===== config.mk =====
export PLATFORM = sky130hd
export DESIGN_NAME = multicycle_control_unit
export DESIGN_NICKNAME = d
export VERILOG_FILES = /design/src/rtl/multicycle_control_unit.sv
export SDC_FILE = /design/constraint.sdc
export NUM_CORES = 1
export LEC_CHECK = 0
export CAP_MARGIN = 20
export CORE_MARGIN = 2
export CORE_UTILIZATION = 50
export DETAILED_ROUTE_END_ITERATION = 10
export PLACE_DENSITY = 0.86
export SYNTH_ARGS = -nofsm -noshare
export SYNTH_HDL_FRONTEND = slang
export SYNTH_SLANG_ARGS = --single-unit
export TNS_END_PERCENT = 1

===== constraint.sdc =====
create_clock -name clk -period 3.6 [get_ports clk]
set_input_delay 0.36 -clock clk [delete_from_list [all_inputs] [get_ports clk]]
set_output_delay 0.36 -clock clk [all_outputs]
set_load 0.03 [all_outputs]

===== src/rtl/multicycle_control_unit.sv =====
// Control FSM for the multicycle MIPS datapath: fetch/decode/execute/memory/writeback,
// multiplier handshake with timeout, and exception entry through EPC and a fixed vector.
module multicycle_control_unit #(
  parameter int MULT_TIMEOUT = 64
) (
  input  logic       clk,
  input  logic       reset,
  input  logic [5:0] OPCODE,
  input  logic [5:0] FUNCT,
  input  logic       OVERFLOW,
  input  logic       ZERO,
  input  logic       mult_end,
  output logic       PC_w,
  output logic       EPC_w,
  output logic       MEM_w,
  output logic       IR_w,
  output logic       ALUOut_w,
  output logic       RB_w,
  output logic       AB_w,
  output logic       MEM_DATA_REG_w,
  output logic       mult_control,
  output logic       hilo_w,
  output logic [1:0] M_PC,
  output logic [1:0] M_MEM,
  output logic [1:0] M_ALUSrcA,
  output logic [1:0] M_ALUSrcB,
  output logic [1:0] M_WREG,
  output logic       M_WDATA,
  output logic [3:0] ALUOp,
  output logic [1:0] exc_sel,
  output logic [4:0] state_out
);

  localparam int CW = (MULT_TIMEOUT > 1) ? $clog2(MULT_TIMEOUT) : 1;
  localparam logic [CW-1:0] CNT_LAST = CW'(MULT_TIMEOUT - 1);

  typedef enum logic [4:0] {
    S_RESET      = 5'd0,
    S_FETCH      = 5'd1,
    S_FETCH_WAIT = 5'd2,
    S_DECODE     = 5'd3,
    S_EXEC_R     = 5'd4,
    S_WB_R       = 5'd5,
    S_EXEC_I     = 5'd6,
    S_WB_I       = 5'd7,
    S_ADDR       = 5'd8,
    S_MEM_RD     = 5'd9,
    S_MEM_WAIT   = 5'd10,
    S_WB_LW      = 5'd11,
    S_MEM_WR     = 5'd12,
    S_BRANCH     = 5'd13,
    S_JUMP       = 5'd14,
    S_MULT_START = 5'd15,
    S_MULT_WAIT  = 5'd16,
    S_EXC_SAVE   = 5'd17,
    S_EXC_RD     = 5'd18,
    S_EXC_WAIT   = 5'd19
  } state_t;

  state_t          state_q, state_d;
  logic [CW-1:0]   cnt_q, cnt_d;
  logic [1:0]      exc_q, exc_d;

  always_ff @(posedge clk) begin
    if (reset) begin
      state_q <= S_RESET;
      cnt_q   <= '0;
      exc_q   <= '0;
    end else begin
      state_q <= state_d;
      cnt_q   <= cnt_d;
      exc_q   <= exc_d;
    end
  end

  assign state_out = state_q;

  always_comb begin
    state_d        = state_q;
    cnt_d          = cnt_q;
    exc_d          = exc_q;
    PC_w           = 1'b0;
    EPC_w          = 1'b0;
    MEM_w          = 1'b0;
    IR_w           = 1'b0;
    ALUOut_w       = 1'b0;
    RB_w           = 1'b0;
    AB_w           = 1'b0;
    MEM_DATA_REG_w = 1'b0;
    mult_control   = 1'b0;
    hilo_w         = 1'b0;
    M_PC           = 2'd0;
    M_MEM          = 2'd0;
    M_ALUSrcA      = 2'd0;
    M_ALUSrcB      = 2'd0;
    M_WREG         = 2'd0;
    M_WDATA        = 1'b0;
    ALUOp          = 4'd0;
    exc_sel        = 2'd0;

    case (state_q)
      S_RESET: state_d = S_FETCH;
      S_FETCH: begin
        M_ALUSrcB = 2'd1;
        ALUOp     = 4'd1;
        ALUOut_w  = 1'b1;
        state_d   = S_FETCH_WAIT;
      end
      S_FETCH_WAIT: begin
        IR_w    = 1'b1;
        M_PC    = 2'd1;
        PC_w    = 1'b1;
        state_d = S_DECODE;
      end
      S_DECODE: begin
        AB_w      = 1'b1;
        M_ALUSrcB = 2'd3;
        ALUOp     = 4'd1;
        ALUOut_w  = 1'b1;
        case (OPCODE)
          6'h00: begin
            case (FUNCT)
              6'h20, 6'h22, 6'h24: state_d = S_EXEC_R;
              6'h18:               state_d = S_MULT_START;
              default: begin
                exc_d   = 2'd0;
                state_d = S_EXC_SAVE;
              end
            endcase
          end
          6'h08:        state_d = S_EXEC_I;
          6'h23, 6'h2B: state_d = S_ADDR;
          6'h04, 6'h05: state_d = S_BRANCH;
          6'h02:        state_d = S_JUMP;
          default: begin
            exc_d   = 2'd0;
            state_d = S_EXC_SAVE;
          end
        endcase
      end
      S_EXEC_R: begin
        M_ALUSrcA = 2'd1;
        ALUOut_w  = 1'b1;
        case (FUNCT)
          6'h22:   ALUOp = 4'd2;
          6'h24:   ALUOp = 4'd3;
          default: ALUOp = 4'd1;
        endcase
        // and cannot overflow; only add/sub trap
        if (OVERFLOW && (FUNCT != 6'h24)) begin
          exc_d   = 2'd1;
          state_d = S_EXC_SAVE;
        end else begin
          state_d = S_WB_R;
        end
      end
      S_WB_R: begin
        M_WREG  = 2'd1;
        RB_w    = 1'b1;
        state_d = S_FETCH;
      end
      S_EXEC_I: begin
        M_ALUSrcA = 2'd1;
        M_ALUSrcB = 2'd2;
        ALUOp     = 4'd1;
        ALUOut_w  = 1'b1;
        if (OVERFLOW) begin
          exc_d   = 2'd1;
          state_d = S_EXC_SAVE;
        end else begin
          state_d = S_WB_I;
        end
      end
      S_WB_I: begin
        RB_w    = 1'b1;
        state_d = S_FETCH;
      end
      S_ADDR: begin
        M_ALUSrcA = 2'd1;
        M_ALUSrcB = 2'd2;
        ALUOp     = 4'd1;
        ALUOut_w  = 1'b1;
        state_d   = (OPCODE == 6'h23) ? S_MEM_RD : S_MEM_WR;
      end
      S_MEM_RD: begin
        M_MEM   = 2'd1;
        state_d = S_MEM_WAIT;
      end
      S_MEM_WAIT: begin
        M_MEM          = 2'd1;
        MEM_DATA_REG_w = 1'b1;
        state_d        = S_WB_LW;
      end
      S_WB_LW: begin
        M_WDATA = 1'b1;
        RB_w    = 1'b1;
        state_d = S_FETCH;
      end
      S_MEM_WR: begin
        M_MEM   = 2'd1;
        MEM_w   = 1'b1;
        state_d = S_FETCH;
      end
      S_BRANCH: begin
        M_ALUSrcA = 2'd1;
        ALUOp     = 4'd2;
        M_PC      = 2'd1;
        PC_w      = ZERO ^ (OPCODE == 6'h05);
        state_d   = S_FETCH;
      end
      S_JUMP: begin
        M_PC    = 2'd2;
        PC_w    = 1'b1;
        state_d = S_FETCH;
      end
      S_MULT_START: begin
        mult_control = 1'b1;
        cnt_d        = '0;
        state_d      = S_MULT_WAIT;
      end
      S_MULT_WAIT: begin
        // a done pulse on the last count still completes the multiply
        if (mult_end) begin
          hilo_w  = 1'b1;
          state_d = S_FETCH;
        end else if (cnt_q == CNT_LAST) begin
          exc_d   = 2'd2;
          state_d = S_EXC_SAVE;
        end else begin
          cnt_d = cnt_q + CW'(1);
        end
      end
      S_EXC_SAVE: begin
        M_ALUSrcB = 2'd1;
        ALUOp     = 4'd2;
        ALUOut_w  = 1'b1;
        exc_sel   = exc_q;
        state_d   = S_EXC_RD;
      end
      S_EXC_RD: begin
        EPC_w   = 1'b1;
        M_MEM   = 2'd3;
        exc_sel = exc_q;
        state_d = S_EXC_WAIT;
      end
      S_EXC_WAIT: begin
        M_MEM     = 2'd3;
        M_ALUSrcA = 2'd2;
        PC_w      = 1'b1;
        exc_sel   = exc_q;
        state_d   = S_FETCH;
      end
      default: state_d = S_RESET;
    endcase
  end

endmodule


## Word level (Yosys, flattened, before mapping)

Cells that the tools add are included.

| cells by class | value |
|---|---|
| add/sub/neg operators | 1 |
| multiply operators | 0 |
| div/mod/pow operators | 0 |
| $lt $le $gt $ge | 0 |
| eq/ne operators | 39 |
| shift operators | 0 |
| multiplexer cells | 38 |
| bitwise gates (word level) | 1 |
| reductions and logical operators | 25 |

Operators by type and width:

| operator | count |
|---|---|
| $pmux W5 S13 | 1 |
| $eq A5 B4 Y1 const B | 8 |
| $eq A6 B6 Y1 const B | 6 |
| $pmux W5 S5 | 1 |
| $eq A5 B3 Y1 const B | 4 |
| $eq A5 B5 Y1 const B | 4 |
| $mux W5 | 4 |
| $pmux W2 S2 | 5 |
| $reduce_or A3 Y1 | 5 |
| $reduce_or A2 Y1 | 7 |
| $eq A6 B3 Y1 const B | 2 |
| $mux W1 | 12 |
| $mux W2 | 6 |
| $mux W6 | 2 |
| $ne A2 B2 Y1 const B | 6 |
| $pmux W2 S3 | 2 |
| $pmux W6 S2 | 1 |
| $reduce_or A4 Y1 | 3 |
| $reduce_or A6 Y1 | 2 |
| $eq A5 B2 Y1 const B | 2 |
| $pmux W5 S2 | 1 |
| $pmux W2 S4 | 1 |
| $reduce_or A8 Y1 | 1 |
| $reduce_and A7 Y1 | 1 |
| 16 further kinds | 17 |

| word-level totals | value |
|---|---|
| bits in registers | 13 |
| latch bits | 0 |
| bits in writable memories | 0 |
| memory bits (read-only) | 0 |
| input port bits | 17 |
| output and inout bits | 32 |
| word-level logic and storage cells | 107 |
| memories | 0 |

## Logic depth before layout (Yosys ltp)

| logic depth | value |
|---|---|
| word-level depth | 5 |
| gate-level depth with buffers | 6 |
| mapped depth without buffers | 6 |

## Worst setup path before layout

Ideal clock, no wire load.

| timing path | value |
|---|---|
| path kind | register to output |
| from | reg state_q[0], in the netlist state_out[0] |
| to | out M_ALUSrcB[0] |
| data arrival time | 2.820 ns |
| required time | 3.240 ns |
| path slack | 0.420 ns |
| cell stages (with the launch flop) | 5 |
| path buffers | 2 |
| cells stage by stage | dfxtp_1 > clkbuf_1 > buf_1 > inv_1 > a2111oi_0 |

| on the way | value |
|---|---|
| longest elaborated chain between the ends | 3 |
| elaborated cells between the ends (all ways) | 8 |
| classes of those cells | eq/ne: 5; mux: 1; reduce/logical: 2 |

RTL lines:

| what | RTL line | source |
|---|---|---|
| start: declaration | 60 | `state_t state_q, state_d;` |
| start signal: assignment | 70 | `state_q <= state_d;` |
| $eq A5 B5 Y1, or another cell as far along | 101 | `case (state_q)` |
| $reduce_or A2 Y1 (no source line) | n/a |  |
| $pmux W2 S3 (*) | 101 |  |
| end: declaration | 26 | `output logic [1:0] M_ALUSrcB,` |

Every way passes the cells marked *; elsewhere a longest branch is shown, timed or not.

## Worst setup path in the final report

| timing path | value |
|---|---|
| from | in OPCODE[1] |
| to | out PC_w |

| on the way | value |
|---|---|
| longest elaborated chain between the ends | 3 |

RTL lines:

| what | RTL line | source |
|---|---|---|
| start: declaration | 8 | `input logic [5:0] OPCODE,` |
| $eq A6 B3 Y1 | 208 | `PC_w = ZERO ^ (OPCODE == 6'h05);` |
| $xor A1 B1 Y1 | 208 |  |
| $pmux W1 S2 | 101 |  |
| end: declaration | 13 | `output logic PC_w,` |

Every way passes these cells.

==> flow_results.xml <==
<?xml version="1.0" encoding="UTF-8"?>
<metrics>
  <group name="power">
    <metric name="ir_worst_vdd" unit="V">0.000344</metric>
    <metric name="power_leakage" unit="uW">0.000667</metric>
    <metric name="p_per_area" unit="nW/um^2">386</metric>
  </group>
  <group name="detailed_routing">
    <metric name="finalWirelength" unit="um">3850</metric>
    <metric name="drt-pass1-iter-count" unit="">4</metric>
    <metric name="drtIter0Drc" unit="">87</metric>
    <metric name="met3WireLength" unit="um">260</metric>
    <metric name="routed.top_layer" unit="">met3</metric>
    <metric name="post-route-drc-count" unit="">0</metric>
    <metric name="vias" unit="">1702</metric>
    <metric name="final_antenna_net_count" unit="">0</metric>
    <metric name="length_of_routed_met2_wiring" unit="um">1820</metric>
    <metric name="wl_met1" unit="um">1780</metric>
    <metric name="routedWlPerCell" unit="um">13.6</metric>
    <metric name="vias_per_cell" unit="">5.99</metric>
  </group>
  <group name="logic_synthesis">
    <metric name="post_synth_main_area_contributors" unit="">sky130_fd_sc_hd__dfxtp_1, sky130_fd_sc_hd__nor2_1, sky130_fd_sc_hd__a21oi_1</metric>
    <metric name="post_synth_most_frequent_cells" unit="">sky130_fd_sc_hd__nor2_1, sky130_fd_sc_hd__a21oi_1, sky130_fd_sc_hd__nand2_1, sky130_fd_sc_hd__clkbuf_1, sky130_fd_sc_hd__dfxtp_1</metric>
    <metric name="synth_top_cell_area_share" unit="%">17.6</metric>
    <metric name="synthArstFlopShare" unit="%">0</metric>
    <metric name="post_synthesis_register_bit_count" unit="">13</metric>
    <metric name="ys_dominant_reg_cell" unit="">sky130_fd_sc_hd__dfxtp_1</metric>
    <metric name="yosys_warnings" unit="">0</metric>
    <metric name="post-synth-top-count-cell" unit="">sky130_fd_sc_hd__nor2_1</metric>
    <metric name="synth_edf_count" unit="">0</metric>
    <metric name="syn_area_cell" unit="um^2">6.73</metric>
    <metric name="synth_top_area_cell" unit="">sky130_fd_sc_hd__dfxtp_1</metric>
    <metric name="synth_instances" unit="">220</metric>
    <metric name="synth_cell_type_count" unit="">53</metric>
    <metric name="yosysSeqAreaShare" unit="%">17.6</metric>
    <metric name="synth_area" unit="um^2">1480</metric>
  </group>
  <group name="cts">
    <metric name="worst_skew_pair.late_latency" unit="ns">0.28</metric>
    <metric name="cts-root-to-sink-buffers" unit="">2</metric>
    <metric name="cts.hold.buffers_added" unit="">0</metric>
    <metric name="postCtsResizedCells" unit="">0</metric>
    <metric name="cts_setup_buffers" unit="">0</metric>
    <metric name="tritoncts" unit="">built</metric>
    <metric name="cts_root_buf" unit="">sky130_fd_sc_hd__clkbuf_4</metric>
    <metric name="h-tree-depth" unit="">1</metric>
    <metric name="cts.reportedPaths.clkPinSlew" unit="ns">0.07</metric>
    <metric name="cts_buf_count" unit="">3</metric>
    <metric name="cts.sinks" unit="">13</metric>
  </group>
  <group name="layout">
    <metric name="postLayoutCoreUtil" unit="%">69.2</metric>
    <metric name="drive_above_1_share" unit="%">3.95</metric>
    <metric name="num-nets-final" unit="">272</metric>
    <metric name="diodes" unit="">0</metric>
    <metric name="finalNonFillerCells" unit="">284</metric>
    <metric name="syn_to_final_growth" unit="%">29.9</metric>
  </group>
  <group name="grt">
    <metric name="grt_start_max_net_pins" unit="">27</metric>
    <metric name="grt_pass1_wl" unit="um">6440</metric>
    <metric name="antenna_found_initial" unit="">0</metric>
    <metric name="overall_global_routing_resource_usage" unit="%">23.5</metric>
    <metric name="number_of_global_route_vias_before_repair" unit="">1438</metric>
    <metric name="grt_remaining_overflow" unit="">0</metric>
  </group>
  <group name="sta">
    <metric name="final_hold_viol_count" unit="">0</metric>
    <metric name="worstMarginPinSlew" unit="ns">0.762</metric>
    <metric name="timing.final.crit_share" unit="%">80.6</metric>
    <metric name="timing.clock.skew" unit="ns">0.00432</metric>
    <metric name="maxSlewHeadroom" unit="%">49.1</metric>
    <metric name="fin_crit" unit="ns">2.90</metric>
    <metric name="final-setup-viol-count" unit="">0</metric>
    <metric name="grt_setup_unrepaired" unit="">false</metric>
    <metric name="setup-tns-final" unit="ns">0</metric>
    <metric name="slew_viol_final" unit="">0</metric>
    <metric name="max_clock_freq" unit="MHz">345</metric>
  </group>
  <group name="flow_run">
    <metric name="cap_violations" unit="">0</metric>
  </group>
  <group name="placement">
    <metric name="post-place-cells" unit="">280</metric>
    <metric name="globalplace.congestion" unit="">0.854</metric>
    <metric name="port_bufs" unit="">45</metric>
    <metric name="dp_hpwl" unit="um">2990</metric>
  </group>
  <group name="die">
    <metric name="core_area" unit="um^2">2780</metric>
    <metric name="fp.dieW" unit="um">58.4</metric>
    <metric name="boundaryPins" unit="">49</metric>
    <metric name="floorplan.initialDensity" unit="%">53.3</metric>
    <metric name="die_h" unit="um">58.4</metric>
    <metric name="floorplan.die_area" unit="um^2">3410</metric>
    <metric name="row_count" unit="">19</metric>
  </group>
  <group name="critical_path">
    <metric name="cp-startpoint" unit="">OPCODE[1]</metric>
    <metric name="critical_path_required" unit="ns">3.24</metric>
    <metric name="crit_path_max_fanout" unit="">9</metric>
    <metric name="rr_endpoint" unit="">cnt_q[5]</metric>
    <metric name="critPathCapture" unit="">PC_w</metric>
    <metric name="crit_arrival" unit="ns">2.54</metric>
    <metric name="r2r-start" unit="">state_out[1]</metric>
    <metric name="critPathKind" unit="">in2out</metric>
    <metric name="worstSetupEndpointType" unit="">output port</metric>
    <metric name="start_kind" unit="">input pin</metric>
    <metric name="worst_r2r_path_depth" unit="">5</metric>
    <metric name="worst-r2r-setup-slack" unit="ns">1.26</metric>
  </group>
  <group name="run_status">
    <metric name="run_status" unit="">complete, no violations</metric>
  </group>
  <group name="worst_hold_path">
    <metric name="min-delay-path-class" unit="">reg2reg</metric>
  </group>
</metrics>
[cell type report]
type | count | area, um^2
sequential | 13 | 260
fill | 246 | 857
clock buffer | 4 | 26.3
multi-input combinational | 181 | 1100
inverter | 8 | 30.0
timing repair buffer | 47 | 465
tap | 31 | 38.8
[registers in the layout, indices dropped and copies added (netlist names)]
signal and count:
cnt_q 6, exc_q 2, state_out 5
[metal layers]
layer,track usage (%),up-vias
met5,0,-
met3,3.52,0
met1,32.7,763
li1,-,863
met2,39.3,76
met4,2.99,0
[worst min path at each step]
| stage | slack [ns] | end | from | depth (start not counted) |
|---|---|---|---|---|
| after CTS | 0.49 | exc_q[0] | exc_q[0] | 2 |
| after detailed placement | 0.48 | exc_q[1] | exc_q[1] | 1 |
| after floorplan | 0.45 | exc_q[0] | exc_q[0] | 2 |
| final | 0.49 | exc_q[0] | exc_q[0] | 2 |
| after global routing | 0.54 | exc_q[0] | exc_q[0] | 2 |
| after global placement | 0.46 | exc_q[0] | exc_q[0] | 2 |
[cell families after synthesis]
| group | share of synthesized area [%] |
|---|---|
| and+or+nand+nor | 37.8 |
| AOI/OAI and AO/OA | 30.3 |
| DFF | 17.6 |
| adders and majority gates | 0.844 |
| buffers and inverters | 8.45 |
| xor gates and xnor gates | 4.73 |
| other | 0.253 |
[worst max-delay path: stages]
cell and delay (ns):
sky130_fd_sc_hd__clkdlybuf4s50_1 0.54, sky130_fd_sc_hd__nor3_1 0.31, sky130_fd_sc_hd__nand3_1 0.13, sky130_fd_sc_hd__xor2_1 0.17, sky130_fd_sc_hd__o32a_1 0.18, sky130_fd_sc_hd__o22ai_1 0.15
sky130_fd_sc_hd__clkdlybuf4s50_1 0.70
[metrics by stage]
| stage | cell area, um^2 | setup slack (ns) | power, uW | hold slack, ns |
|---|---|---|---|---|
| final | 1920 | 0.700 | 743 | 0.488 |
| after global routing | 1920 | 0.479 | 797 | 0.544 |
| after CTS | 1920 | 0.706 | 745 | 0.494 |
| after detailed placement | 1900 | 0.709 | 653 | 0.479 |
| after global placement | 1900 | 0.738 | 651 | 0.460 |
| after floorplan | 1490 | 0.420 | 508 | 0.445 |
[layout by cell type (no fill, tap or decap), types with 2 or more instances in the layout]
| cell | n |
|---|---|
| sky130_fd_sc_hd__clkdlybuf4s50_1 | 45 |
| sky130_fd_sc_hd__nor2_1 | 31 |
| sky130_fd_sc_hd__a21oi_1 | 16 |
| sky130_fd_sc_hd__nand2_1 | 15 |
| sky130_fd_sc_hd__dfxtp_1 | 13 |
| sky130_fd_sc_hd__o21ai_0 | 12 |
| sky130_fd_sc_hd__nor3_1 | 10 |
| sky130_fd_sc_hd__nand2b_1 | 9 |
| sky130_fd_sc_hd__inv_1 | 7 |
| sky130_fd_sc_hd__and2_1 | 7 |
| sky130_fd_sc_hd__nor2b_1 | 7 |
| sky130_fd_sc_hd__xor2_1 | 6 |
| sky130_fd_sc_hd__a211oi_1 | 6 |
| sky130_fd_sc_hd__and3_1 | 5 |
| sky130_fd_sc_hd__o22ai_1 | 5 |
| sky130_fd_sc_hd__nand3_1 | 4 |
| sky130_fd_sc_hd__nor4_1 | 4 |
| sky130_fd_sc_hd__o2111ai_1 | 3 |
| sky130_fd_sc_hd__conb_1 | 3 |
| sky130_fd_sc_hd__clkbuf_4 | 3 |
| sky130_fd_sc_hd__nor3b_1 | 2 |
| sky130_fd_sc_hd__o41ai_1 | 2 |
| sky130_fd_sc_hd__a31oi_1 | 2 |
| sky130_fd_sc_hd__xnor2_1 | 2 |
| sky130_fd_sc_hd__nand3b_1 | 2 |
| sky130_fd_sc_hd__a2111oi_0 | 2 |
| sky130_fd_sc_hd__o221ai_1 | 2 |
| sky130_fd_sc_hd__a22oi_1 | 2 |
| sky130_fd_sc_hd__or4_1 | 2 |
| sky130_fd_sc_hd__buf_4 | 2 |
[power by group]
part	switching, uW	total (uW)	internal, uW
Combinational	250	429	179
Clock	48.0	91.0	43.0
Sequential	62.4	223	161
Total	360	743	383
Note: power is estimated with default switching activity, not from simulation.
